### config.mk
export PLATFORM = sky130hd
export DESIGN_NAME = obstacle_spawner
export DESIGN_NICKNAME = d
export VERILOG_FILES = /design/src/rtl/obstacle_spawner.sv
export SDC_FILE = /design/constraint.sdc
export NUM_CORES = 1
export LEC_CHECK = 0
export CORE_MARGIN = 5
export CORE_UTILIZATION = 60
export DETAILED_ROUTE_END_ITERATION = 8
export PLACE_DENSITY_LB_ADDON = 0.08
export REMOVE_ABC_BUFFERS = 1
export SETUP_SLACK_MARGIN = 0.02
export SLEW_MARGIN = 20
export SYNTH_ARGS = -nofsm -noshare
export SYNTH_HDL_FRONTEND = slang
export SYNTH_SLANG_ARGS = --single-unit
### constraint.sdc
create_clock -name clk -period 3.6 [get_ports clk]
set_input_delay 1.08 -clock clk [delete_from_list [all_inputs] [get_ports clk]]
set_output_delay 1.08 -clock clk [all_outputs]
set_load 0.05 [all_outputs]
### src/rtl/obstacle_spawner.sv
// Falling-obstacle table for the 2-Cars game: scrolls live slots once per frame,
// retires those that leave the screen and spawns new ones into random lanes.
module obstacle_spawner #(
    parameter int NUM_SLOTS = 8,
    parameter int SCREEN_H  = 480,
    parameter int SPEED     = 2,
    parameter int SPAWN_GAP = 96
) (
    input  logic       clk,
    input  logic       rst,
    input  logic       frame_tick,
    input  logic [4:0] rnd,
    input  logic       run,
    input  logic       clear,
    input  logic [3:0] rd_idx,
    output logic       rd_valid,
    output logic [1:0] rd_lane,
    output logic       rd_kind,
    output logic [9:0] rd_y,
    output logic       busy,
    output logic       exit_pulse,
    output logic [1:0] exit_lane,
    output logic       exit_kind,
    output logic       spawn_drop,
    output logic       overrun
);
    localparam int IDX_W = (NUM_SLOTS > 1) ? $clog2(NUM_SLOTS) : 1;
    localparam logic [IDX_W-1:0] LAST_IDX = IDX_W'(NUM_SLOTS - 1);

    typedef enum logic [1:0] {IDLE, SCAN, SPAWN} state_t;

    state_t           state_q, state_d;
    logic [IDX_W-1:0] idx_q, idx_d;
    logic [9:0]       gap_q, gap_d;
    logic             valid_q [NUM_SLOTS];
    logic             valid_d [NUM_SLOTS];
    logic [1:0]       lane_q  [NUM_SLOTS];
    logic [1:0]       lane_d  [NUM_SLOTS];
    logic             kind_q  [NUM_SLOTS];
    logic             kind_d  [NUM_SLOTS];
    logic [9:0]       y_q     [NUM_SLOTS];
    logic [9:0]       y_d     [NUM_SLOTS];

    logic       rd_valid_q, rd_valid_d;
    logic [1:0] rd_lane_q, rd_lane_d;
    logic       rd_kind_q, rd_kind_d;
    logic [9:0] rd_y_q, rd_y_d;
    logic       busy_q, busy_d;
    logic       exit_pulse_q, exit_pulse_d;
    logic [1:0] exit_lane_q, exit_lane_d;
    logic       exit_kind_q, exit_kind_d;
    logic       spawn_drop_q, spawn_drop_d;
    logic       overrun_q, overrun_d;

    logic             free_found;
    logic [IDX_W-1:0] free_idx;
    logic [10:0]      ny;

    function automatic logic [9:0] sat_gap_add(input logic [9:0] g);
        logic [10:0] s;
        s = {1'b0, g} + 11'(SPEED);
        return (s > 11'd1023) ? 10'd1023 : s[9:0];
    endfunction

    always_comb begin
        state_d      = state_q;
        idx_d        = idx_q;
        gap_d        = gap_q;
        for (int i = 0; i < NUM_SLOTS; i++) begin
            valid_d[i] = valid_q[i];
            lane_d[i]  = lane_q[i];
            kind_d[i]  = kind_q[i];
            y_d[i]     = y_q[i];
        end
        exit_pulse_d = 1'b0;
        exit_lane_d  = exit_lane_q;
        exit_kind_d  = exit_kind_q;
        spawn_drop_d = 1'b0;
        overrun_d    = overrun_q;

        // Lowest-index free slot wins, so scan downward and keep the last hit.
        free_found = 1'b0;
        free_idx   = '0;
        for (int i = NUM_SLOTS - 1; i >= 0; i--) begin
            if (!valid_q[i]) begin
                free_found = 1'b1;
                free_idx   = IDX_W'(i);
            end
        end
        ny = {1'b0, y_q[idx_q]} + 11'(SPEED);

        if (frame_tick && run && state_q != IDLE)
            overrun_d = 1'b1;

        case (state_q)
            IDLE: begin
                if (frame_tick && run) begin
                    state_d = SCAN;
                    idx_d   = '0;
                end
            end
            SCAN: begin
                if (valid_q[idx_q]) begin
                    if (ny >= 11'(SCREEN_H)) begin
                        valid_d[idx_q] = 1'b0;
                        exit_pulse_d   = 1'b1;
                        exit_lane_d    = lane_q[idx_q];
                        exit_kind_d    = kind_q[idx_q];
                    end else begin
                        y_d[idx_q] = ny[9:0];
                    end
                end
                if (idx_q == LAST_IDX) begin
                    gap_d   = sat_gap_add(gap_q);
                    state_d = SPAWN;
                end else begin
                    idx_d = idx_q + 1'b1;
                end
            end
            SPAWN: begin
                if (gap_q >= 10'(SPAWN_GAP)) begin
                    if (free_found) begin
                        valid_d[free_idx] = 1'b1;
                        lane_d[free_idx]  = rnd[1:0];
                        kind_d[free_idx]  = rnd[2];
                        y_d[free_idx]     = '0;
                        gap_d             = '0;
                    end else begin
                        spawn_drop_d = 1'b1;
                    end
                end
                state_d = IDLE;
            end
            default: state_d = IDLE;
        endcase

        busy_d = (state_d != IDLE);

        if ({1'b0, rd_idx} < 5'(NUM_SLOTS)) begin
            rd_valid_d = valid_q[rd_idx[IDX_W-1:0]];
            rd_lane_d  = lane_q[rd_idx[IDX_W-1:0]];
            rd_kind_d  = kind_q[rd_idx[IDX_W-1:0]];
            rd_y_d     = y_q[rd_idx[IDX_W-1:0]];
        end else begin
            rd_valid_d = 1'b0;
            rd_lane_d  = '0;
            rd_kind_d  = 1'b0;
            rd_y_d     = '0;
        end

        // Restart flush overrides everything, including an in-flight scan.
        if (clear) begin
            state_d = IDLE;
            idx_d   = '0;
            gap_d   = 10'(SPAWN_GAP);
            for (int i = 0; i < NUM_SLOTS; i++) begin
                valid_d[i] = 1'b0;
                lane_d[i]  = '0;
                kind_d[i]  = 1'b0;
                y_d[i]     = '0;
            end
            exit_pulse_d = 1'b0;
            spawn_drop_d = 1'b0;
            overrun_d    = 1'b0;
            busy_d       = 1'b0;
            rd_valid_d   = 1'b0;
            rd_lane_d    = '0;
            rd_kind_d    = 1'b0;
            rd_y_d       = '0;
        end
    end

    always_ff @(posedge clk) begin
        if (rst) begin
            state_q      <= IDLE;
            idx_q        <= '0;
            gap_q        <= 10'(SPAWN_GAP);
            for (int i = 0; i < NUM_SLOTS; i++) begin
                valid_q[i] <= 1'b0;
                lane_q[i]  <= '0;
                kind_q[i]  <= 1'b0;
                y_q[i]     <= '0;
            end
            rd_valid_q   <= 1'b0;
            rd_lane_q    <= '0;
            rd_kind_q    <= 1'b0;
            rd_y_q       <= '0;
            busy_q       <= 1'b0;
            exit_pulse_q <= 1'b0;
            exit_lane_q  <= '0;
            exit_kind_q  <= 1'b0;
            spawn_drop_q <= 1'b0;
            overrun_q    <= 1'b0;
        end else begin
            state_q      <= state_d;
            idx_q        <= idx_d;
            gap_q        <= gap_d;
            for (int i = 0; i < NUM_SLOTS; i++) begin
                valid_q[i] <= valid_d[i];
                lane_q[i]  <= lane_d[i];
                kind_q[i]  <= kind_d[i];
                y_q[i]     <= y_d[i];
            end
            rd_valid_q   <= rd_valid_d;
            rd_lane_q    <= rd_lane_d;
            rd_kind_q    <= rd_kind_d;
            rd_y_q       <= rd_y_d;
            busy_q       <= busy_d;
            exit_pulse_q <= exit_pulse_d;
            exit_lane_q  <= exit_lane_d;
            exit_kind_q  <= exit_kind_d;
            spawn_drop_q <= spawn_drop_d;
            overrun_q    <= overrun_d;
        end
    end

    assign rd_valid   = rd_valid_q;
    assign rd_lane    = rd_lane_q;
    assign rd_kind    = rd_kind_q;
    assign rd_y       = rd_y_q;
    assign busy       = busy_q;
    assign exit_pulse = exit_pulse_q;
    assign exit_lane  = exit_lane_q;
    assign exit_kind  = exit_kind_q;
    assign spawn_drop = spawn_drop_q;
    assign overrun    = overrun_q;
endmodule

Yosys cells after proc, flatten, opt, wreduce, memory -nomap -nowiden
Memories as Yosys holds them, arrays and structs flattened. A register that Yosys moved wholly into a read port is not among the register bits.
Cells that the tools add are included.
Storage, ports and cells
  input bits: 14
  RAM bits: 112
  output and inout bits: 21
  memories kept: 4
  register bits: 19
  logic and storage cells: 191
Operators by class
  equality and inequality tests: 8
  add/subtract/negate cells: 3
  bitwise logic cells: 44
  reductions and logical operators: 16
  mux-type cells: 101
  magnitude comparators: 8
Memories
  y_q: depth 8, width 10, read ports 10, clocked after memory_dff 2, wr ports 8, line 41  | logic [9:0] y_q [NUM_SLOTS];
  lane_q: depth 8, width 2, read ports 10, clocked after memory_dff 2, wr ports 8, line 37  | logic [1:0] lane_q [NUM_SLOTS];
  kind_q: depth 8, width 1, read ports 10, clocked after memory_dff 2, wr ports 8, line 39  | logic kind_q [NUM_SLOTS];
  valid_q: depth 8, width 1, read ports 10, clocked after memory_dff 2, wr ports 8, line 35  | logic valid_q [NUM_SLOTS];
Operators by type and width (number)
  $mux W80: 5
  $pmux W80 S2: 1
  $mux W10: 14
  $and A80 B80 Y80: 1
  $bwmux W80: 1
  $not A80 Y80: 1
  $mux W8: 9
  $mux W16: 4
  $demux W10 S3: 2
  $mux W3: 14
  $or A1 B1 Y1: 32
  $mux W1: 31
  $add A10 B2 Y11 const B: 2
  $mux W2: 11
  $pmux W10 S2: 1
  $bwmux W16: 1
  $pmux W8 S2: 1
  $ge A11 B9 Y1 const B: 1
  $gt A11 B10 Y1 const B: 1
  $ge A10 B7 Y1 const B: 1
  $ne A2 B2 Y1 const B: 5
  $and A8 B8 Y8: 1
  $bwmux W8: 1
  $ge A4 B4 Y1 const B: 2
  22 further kinds: 37

Depth between registers and ports, before layout
Gate-level depths: netlist (run 1).
  word-level depth: 20
  mapped depth: 13
  mapped depth without buffers: 10

Least setup slack after synthesis (run 1)
No wires, ideal clock.
  kind: register -> register
  start point: reg with a tool-made name
  end point: mem y_q[5][1]
  data arrival time: 3.124 ns
  period minus slack after synthesis: 3.241 ns
  setup time: 0.117 ns
  data required time: 3.483 ns
  setup slack: 0.359 ns
  stages on the path, launching flop included: 12
  path buffers: 2
  cells stage by stage: dfxtp_1 buf_4 mux4_2 mux2_2 ha_1 nand3_2 o32ai_1 or3_1 a211oi_2 buf_6 o21ai_4 a32o_1
RTL lines (line)
  end, declared: 41

==> flow_summary.yaml, run 1 <==
sta:
  slew_violations: 0
  hold_violations: 0
  clock.fmax_ghz: 0.293
  hold_ws_ps: 480
  setup-violations-final: 0
  fin_crit_ps: 3420
  fin_crit_sh_pct: 94.9
  tightest_slew_ps: 1030
  rsz_0062_raised_after_global_routing: "no"
  tns_ps: 0
  fin_skew_ps: 6.88
  slew-limit-headroom_pct: 31.0
synth:
  post_synth_and_or_nand_nor_area_fraction_pct: 12.9
  mappedNetlistArea_sq_um: 7610
  synth_top_area_share_pct: 39.7
  synth_warnings: 0
  synth_async_sr_flop_share_pct: 0
  largest_family_of_logic_cells_by_synthesized_area: "multiplexers"
  top_ff_cell_synth: "dfxtp_1"
  average_instance_area_after_synthesis_sq_um: 10.7
  synth-edff-count: 0
  yosys.area_share.xor_xnor_pct: 0.690
  synth_fa_ha_area_share_pct: 1.31
  synth_seq_area_share_pct: 39.7
  synth.largest_area_cell: "dfxtp_1"
  synth_area_leaders: "dfxtp_1 40%, mux4_2 16%, a32o_1 9.6%"
  synth_cells: 709
  post_synth_mux_area_share_pct: 21.3
  synth-compound-area-share_pct: 20.2
  postSynthRegisterBits: 151
  unique_cell_type_count_in_the_yosys_netlist: 64
worst_setup_path:
  worstPathMaxFanout: 15
  critical_path.endpoint_type: "register"
  crit_type: "register to register"
  timing.critical_path.required_ps: 3920
  sort_of_element_at_the_start_of_the_critical_path: "register"
  critPathArrivalTime_ps: 3740
die:
  die_width_um: 123
  start_util_pct: 60.8
  core_sq_um: 12500
  die-height_um: 123
  placement_rows: 41
  design.portCount: 35
  floorplan.die_area_sq_um: 15000
final_layout:
  final_cell_mix: "151 x dfxtp_1, 73 x a32o_1, 54 x nor2_1"
  seq_area_sq_um: 3020
  multi_input_area_sq_um: 4320
  post_route_cells_drive_above_1_share_pct: 19.9
  leading_cell_type_in_the_layout_fill_and_taps_excluded: "dfxtp_1"
  syn_to_final_growth_pct: 15.8
  final_nets: 760
  num-fill-cells: 965
  antennaDiodeCount: 0
grt:
  maximum_number_of_pins_on_one_net_before_global_route_repair: 47
  global_route_usage_sum_pct: 29.5
  grt_first_pass_wirelength_um: 33600
  globalRouteOverflowTotal: 0
  antenna_violations_before_repair: 0
  number_of_global_route_vias_before_repair: 6197
place:
  gp_routability_congestion: 0.904
  detailedPlacementHpwl_um: 14000
  place.port_buffers: 32
drt:
  post_dr_vias_cell: 6.86
  top_signal_layer_used: "met4"
  routed-wl-met2_um: 10400
  detailroute.via_count: 6326
  first_pass_iters: 5
  antenna_left: 0
  routed_length_on_met1_um: 8550
  detailedRoute.firstIterationViolations: 636
  detailroute.wirelength.met3_um: 1550
  drc: 0
  route.detailed.wl_per_inst_um: 22.9
  routed_wl_um: 21100
clocking:
  cts.clk_slew.worst_paths_ps: 60
  root_buffer: "clkbuf_16"
  cts_tree: "done"
  cts_hold_repair.buffers: 0
  numCtsBuffers: 17
  cts.path.max_buffers: 2
  clock_sinks: 151
  htree_levels: 4
  cts_setup_buffers: 0
  clock_insertion_delay_worst_skew_ps: 430
power_and_ir_drop:
  worst_ir_drop_vdd_mv: 0.292
  power.leakage_nw: 2.97
  power.density_cell_area_nw_per_um2: 406
run:
  maxCapViolCount: 0
hold_path:
  timing.hold.worst.class: "register to register"
status:
  outcome: "finished clean"
[registers in the layout, indices dropped and copies added (netlist names), named ones only]
name / flops
busy: 1
exit_kind: 1
exit_lane: 2
exit_pulse: 1
gap_q: 10
idx_q: 3
kind_q: 8
lane_q: 16
overrun: 1
rd_kind: 1
rd_lane: 2
rd_valid: 1
rd_y: 10
spawn_drop: 1
state_q: 2
valid_q: 8
y_q: 80
[metrics by stage]
step	cells	utilization (%)	setup WS, ps	power, mW	cell area (sq um)
finish	922	70.4	184	3.58	8810
floorplan	652	-	-1270	1.76	7350
detailed placement	891	65.7	183	1.83	8220
global placement	891	65.7	233	1.82	8220
CTS	922	70.3	144	3.59	8800
global route	922	70.4	77.7	3.68	8810
[cell type report]
type | instances | area share, %
multi-input combinational | 491 | 49.0
clock inverter | 13 | 1.75
sequential | 151 | 34.3
timing repair buffer | 67 | 7.21
inverter | 10 | 0.426
clock buffer | 18 | 4.87
tap | 172 | 2.44
[worst paths after layout]
kind / startpoint / end / slack (ps) / cells past startpoint
min reg2reg: lane_q[7][1] / lane_q[7][1] / 480 / 2
min: lane_q[7][1] / lane_q[7][1] / 480 / 2
max: register / y_q[5][0] / 180 / 11
max reg2reg: register / y_q[5][0] / 180 / 11
[cell families (layout without fill, tap and decap cells)]
logic type,count (synthesis),count (layout)
multiplexers,94,94
AO/OA/AOI/OAI,182,182
XOR/XNOR,6,6
adder cells (fa/ha/maj),8,8
AND/OR/NAND/NOR,201,201
buffers and inverters,67,108
flip-flops,151,151
[cell usage after synthesis, drive strengths merged, types with 9 or more instances]
cell type	n
buf	19
nand3	29
o21ai	26
mux2i	35
and3	15
nand2	51
clkbuf	38
a32o	73
a21oi	36
dfxtp	151
mux4	53
inv	10
nor3	9
nor2	56
[worst max-delay path: stages (launching register included)]
cell and delay [ps]:
dfxtp_1 360, buf_12 180, mux4_2 530, mux2_2 320
ha_1 270, nand3_2 120, o32ai_1 80, or3_4 440
a211oi_4 290, buf_12 210, o21ai_4 170, a32o_1 310
[power breakdown]
group          switching (mW)  total [mW]  internal, mW
clock                   0.708        1.79          1.08
combinational          0.0746       0.116        0.0417
sequential            0.00121        1.67          1.67
total                   0.784        3.58          2.80
[routing by layer]
metal,vias to the layer above,GRT usage (%)
met5,-,0
met4,0,12.0
met3,52,6.54
met2,328,48.5
met1,3128,37.8
li1,2818,-
[timing repair]
| item | 4_1_cts | 5_1_grt |
|---|---|---|
| gates resized for setup | 0 | 2 |
| endpoints found under the hold margin | 0 | 0 |
| endpoints found under the setup margin | 0 | 11 |
No activity file was read; power rests on OpenSTA's default activity.
==> run 2, diff against run 1 <==
--- a/config.mk
+++ b/config.mk
@@ -6,7 +6,7 @@
 export NUM_CORES = 1
 export LEC_CHECK = 0
 export CORE_MARGIN = 5
-export CORE_UTILIZATION = 60
+export CORE_UTILIZATION = 35
 export DETAILED_ROUTE_END_ITERATION = 8
 export PLACE_DENSITY_LB_ADDON = 0.08
 export REMOVE_ABC_BUFFERS = 1
==> run 2 against run 1 <==
Net effect:
- non-clock buffer count increased by 2
- worst hold slack got worse by 8.0 ps
- largest power group unchanged
- count of clock-buffer cells in the layout unchanged
- maximum frequency is 0.62% lower
==> flow_summary.yaml, run 2 (same netlist as run 1, synthesis figures left out) <==
status:
  outcome: "finished clean"
clocking:
  root_buffer: "clkbuf_16"
  cts.clk_slew.worst_paths_ps: 60
  clock_sinks: 151
  numCtsBuffers: 17
  cts_tree: "done"
  clock_insertion_delay_worst_skew_ps: 420
  cts_setup_buffers: 0
  cts.path.max_buffers: 2
  htree_levels: 4
sta:
  slew_violations: 0
  hold_violations: 0
  slew-limit-headroom_pct: 39.0
  fin_crit_sh_pct: 95.5
  fin_crit_ps: 3440
  fin_skew_ps: 11.5
  rsz_0062_raised_after_global_routing: "no"
  tightest_slew_ps: 914
  hold_ws_ps: 472
  setup-violations-final: 0
  clock.fmax_ghz: 0.291
worst_setup_path:
  critPathSlowestCell: "mux4_2"
  timing.critical_path.cells: "buf_12 > mux4_2 > mux2_2 > ha_1 > nand3_2 > o32ai_1 > or3_4 > a211oi_4 > buf_12 > o21ai_4 > a32o_1"
  timing.critical_path.required_ps: 3910
  critPathArrivalTime_ps: 3740
  critical_path.endpoint_type: "register"
  crit_type: "register to register"
  worstPathMaxFanout: 15
  cp_common_cell: "buf_12"
  cp_slowest_stage_delay_ps: 520
  sort_of_element_at_the_start_of_the_critical_path: "register"
  reg2reg_setup_slack_ps: 160
final_layout:
  largest_register_ff_count: 80
  reg.largest.list: "y_q x80, lane_q x16"
  post_route_cells_drive_above_1_share_pct: 20.3
  registers.top_by_ff_count: "y_q"
  syn_to_final_growth_pct: 18.1
  final_nets: 762
  leading_cell_type_in_the_layout_fill_and_taps_excluded: "dfxtp_1"
  final_cell_mix: "151 x dfxtp_1, 72 x a32o_1, 54 x nor2_1"
  layout.core_utilization_pct: 41.6
  antennaDiodeCount: 0
  final_design_area_no_fill_sq_um: 8990
  layoutNonFillerInstCount: 1033
grt:
  global_route.peak_usage_layer: "met2"
  groute.layer.met2.usage_pct: 31.0
  global_route_usage_sum_pct: 19.0
  global_route_track_usage_on_met3_pct: 4.51
  antenna_violations_before_repair: 0
  maximum_number_of_pins_on_one_net_before_global_route_repair: 41
  grt_use_met1_pct: 25.3
  grt_first_pass_wirelength_um: 35700
  globalRouteOverflowTotal: 0
  number_of_global_route_vias_before_repair: 6104
drt:
  routed_wl_um: 22900
  antenna_left: 0
  route.detailed.wl_per_inst_um: 22.1
  drc: 0
  detailedRoute.firstIterationViolations: 448
  first_pass_iters: 6
  detailroute.via_count: 6059
  post_dr_vias_cell: 5.87
power_and_ir_drop:
  power.density_cell_area_nw_per_um2: 393
  worst_ir_drop_vdd_mv: 0.229
  power.leakage_nw: 2.97
place:
  placed_area_sq_um: 8420
  detailedPlacementHpwl_um: 15300
  gp_routability_congestion: 0.823
  place.port_buffers: 32
  numPlacedInstances: 1001
die:
  floorplan.die_area_sq_um: 24800
  die-height_um: 158
  die_width_um: 158
  design.portCount: 35
  core_sq_um: 21600
  placement_rows: 54
  start_util_pct: 35.2
run:
  maxCapViolCount: 0
hold_path:
  timing.hold.worst.class: "register to register"
==> run 2: cell types whose count changed in the layout (fill, tap and decap cells not counted), sizes merged <==
cell and change:
buf +2, inv +3, clkinv -6, clkinvlp +6, bufinv -2
==> run 2: final cells by class <==
| cell class | instances | area [sq um] |
|---|---|---|
| flip-flops and latches | 151 | 3020 |
| repair buffers | 69 | 701 |
| clock inverters | 14 | 140 |
| clock buffers | 18 | 429 |
| fillers | 2088 | 12600 |
| inverters | 10 | 37.5 |
| well taps | 280 | 350 |
| multi-input cells | 491 | 4310 |
==> run 2: worst max-delay path, delay by kind of cell, from the launching register on <==
kind                       cells  cell delay [ps]
AOI/OAI and AO/OA              4              920
adders and majority gates      1              270
buffers and inverters          2              390
DFF                            1              350
muxes                          2              830
and+or+nand+nor                2              570
==> run 2: per-stage QoR <==
step | power, mW | setup TNS (ps) | setup slack (ps)
after floorplan | 1.76 | -76610 | -1270
after global placement | 1.83 | 0 | 141
after detailed placement | 1.83 | 0 | 103
after CTS | 3.58 | 0 | 93.3
after global routing | 3.67 | 0 | 18.8
final | 3.53 | 0 | 163
==> run 2: final timing paths <==
kind              startpoint         to  cells after the start
setup reg to reg    register  y_q[1][0]                     11
setup / recovery    register  y_q[1][0]                     11
hold / removal       overrun    overrun                      2
hold reg to reg      overrun    overrun                      2
==> run 2: layer usage <==
metal / up-vias / routed length (um) / part of all wire (%)
li1: 2833 / - / -
met2: 168 / 11200 / 49
met1: 3040 / 10100 / 44
met4: 0 / 367 / 1.6
met5: - / 0 / 0
met3: 18 / 1220 / 5.3
==> run 2: report_power, final <==
group,switching (mW),leakage (nW),internal [mW]
registers,0.00123,1.22,1.67
logic,0.0753,1.50,0.0437
clock network,0.773,0.256,0.967
total,0.850,2.97,2.68
==> run 2: what timing repair did <==
item,4_1_cts,5_1_grt
hold buffers,0,0
setup endpoints to repair,0,79
resized for setup,0,2
==> run 3, diff against run 2 <==
--- a/config.mk
+++ b/config.mk
@@ -11,6 +11,7 @@
 export PLACE_DENSITY_LB_ADDON = 0.08
 export REMOVE_ABC_BUFFERS = 1
 export SETUP_SLACK_MARGIN = 0.02
+export SKIP_CTS_REPAIR_TIMING = 1
 export SLEW_MARGIN = 20
 export SYNTH_ARGS = -nofsm -noshare
 export SYNTH_HDL_FRONTEND = slang
==> results of run 3 <==
Final layout, timing and power as in run 2 (identical DEF).
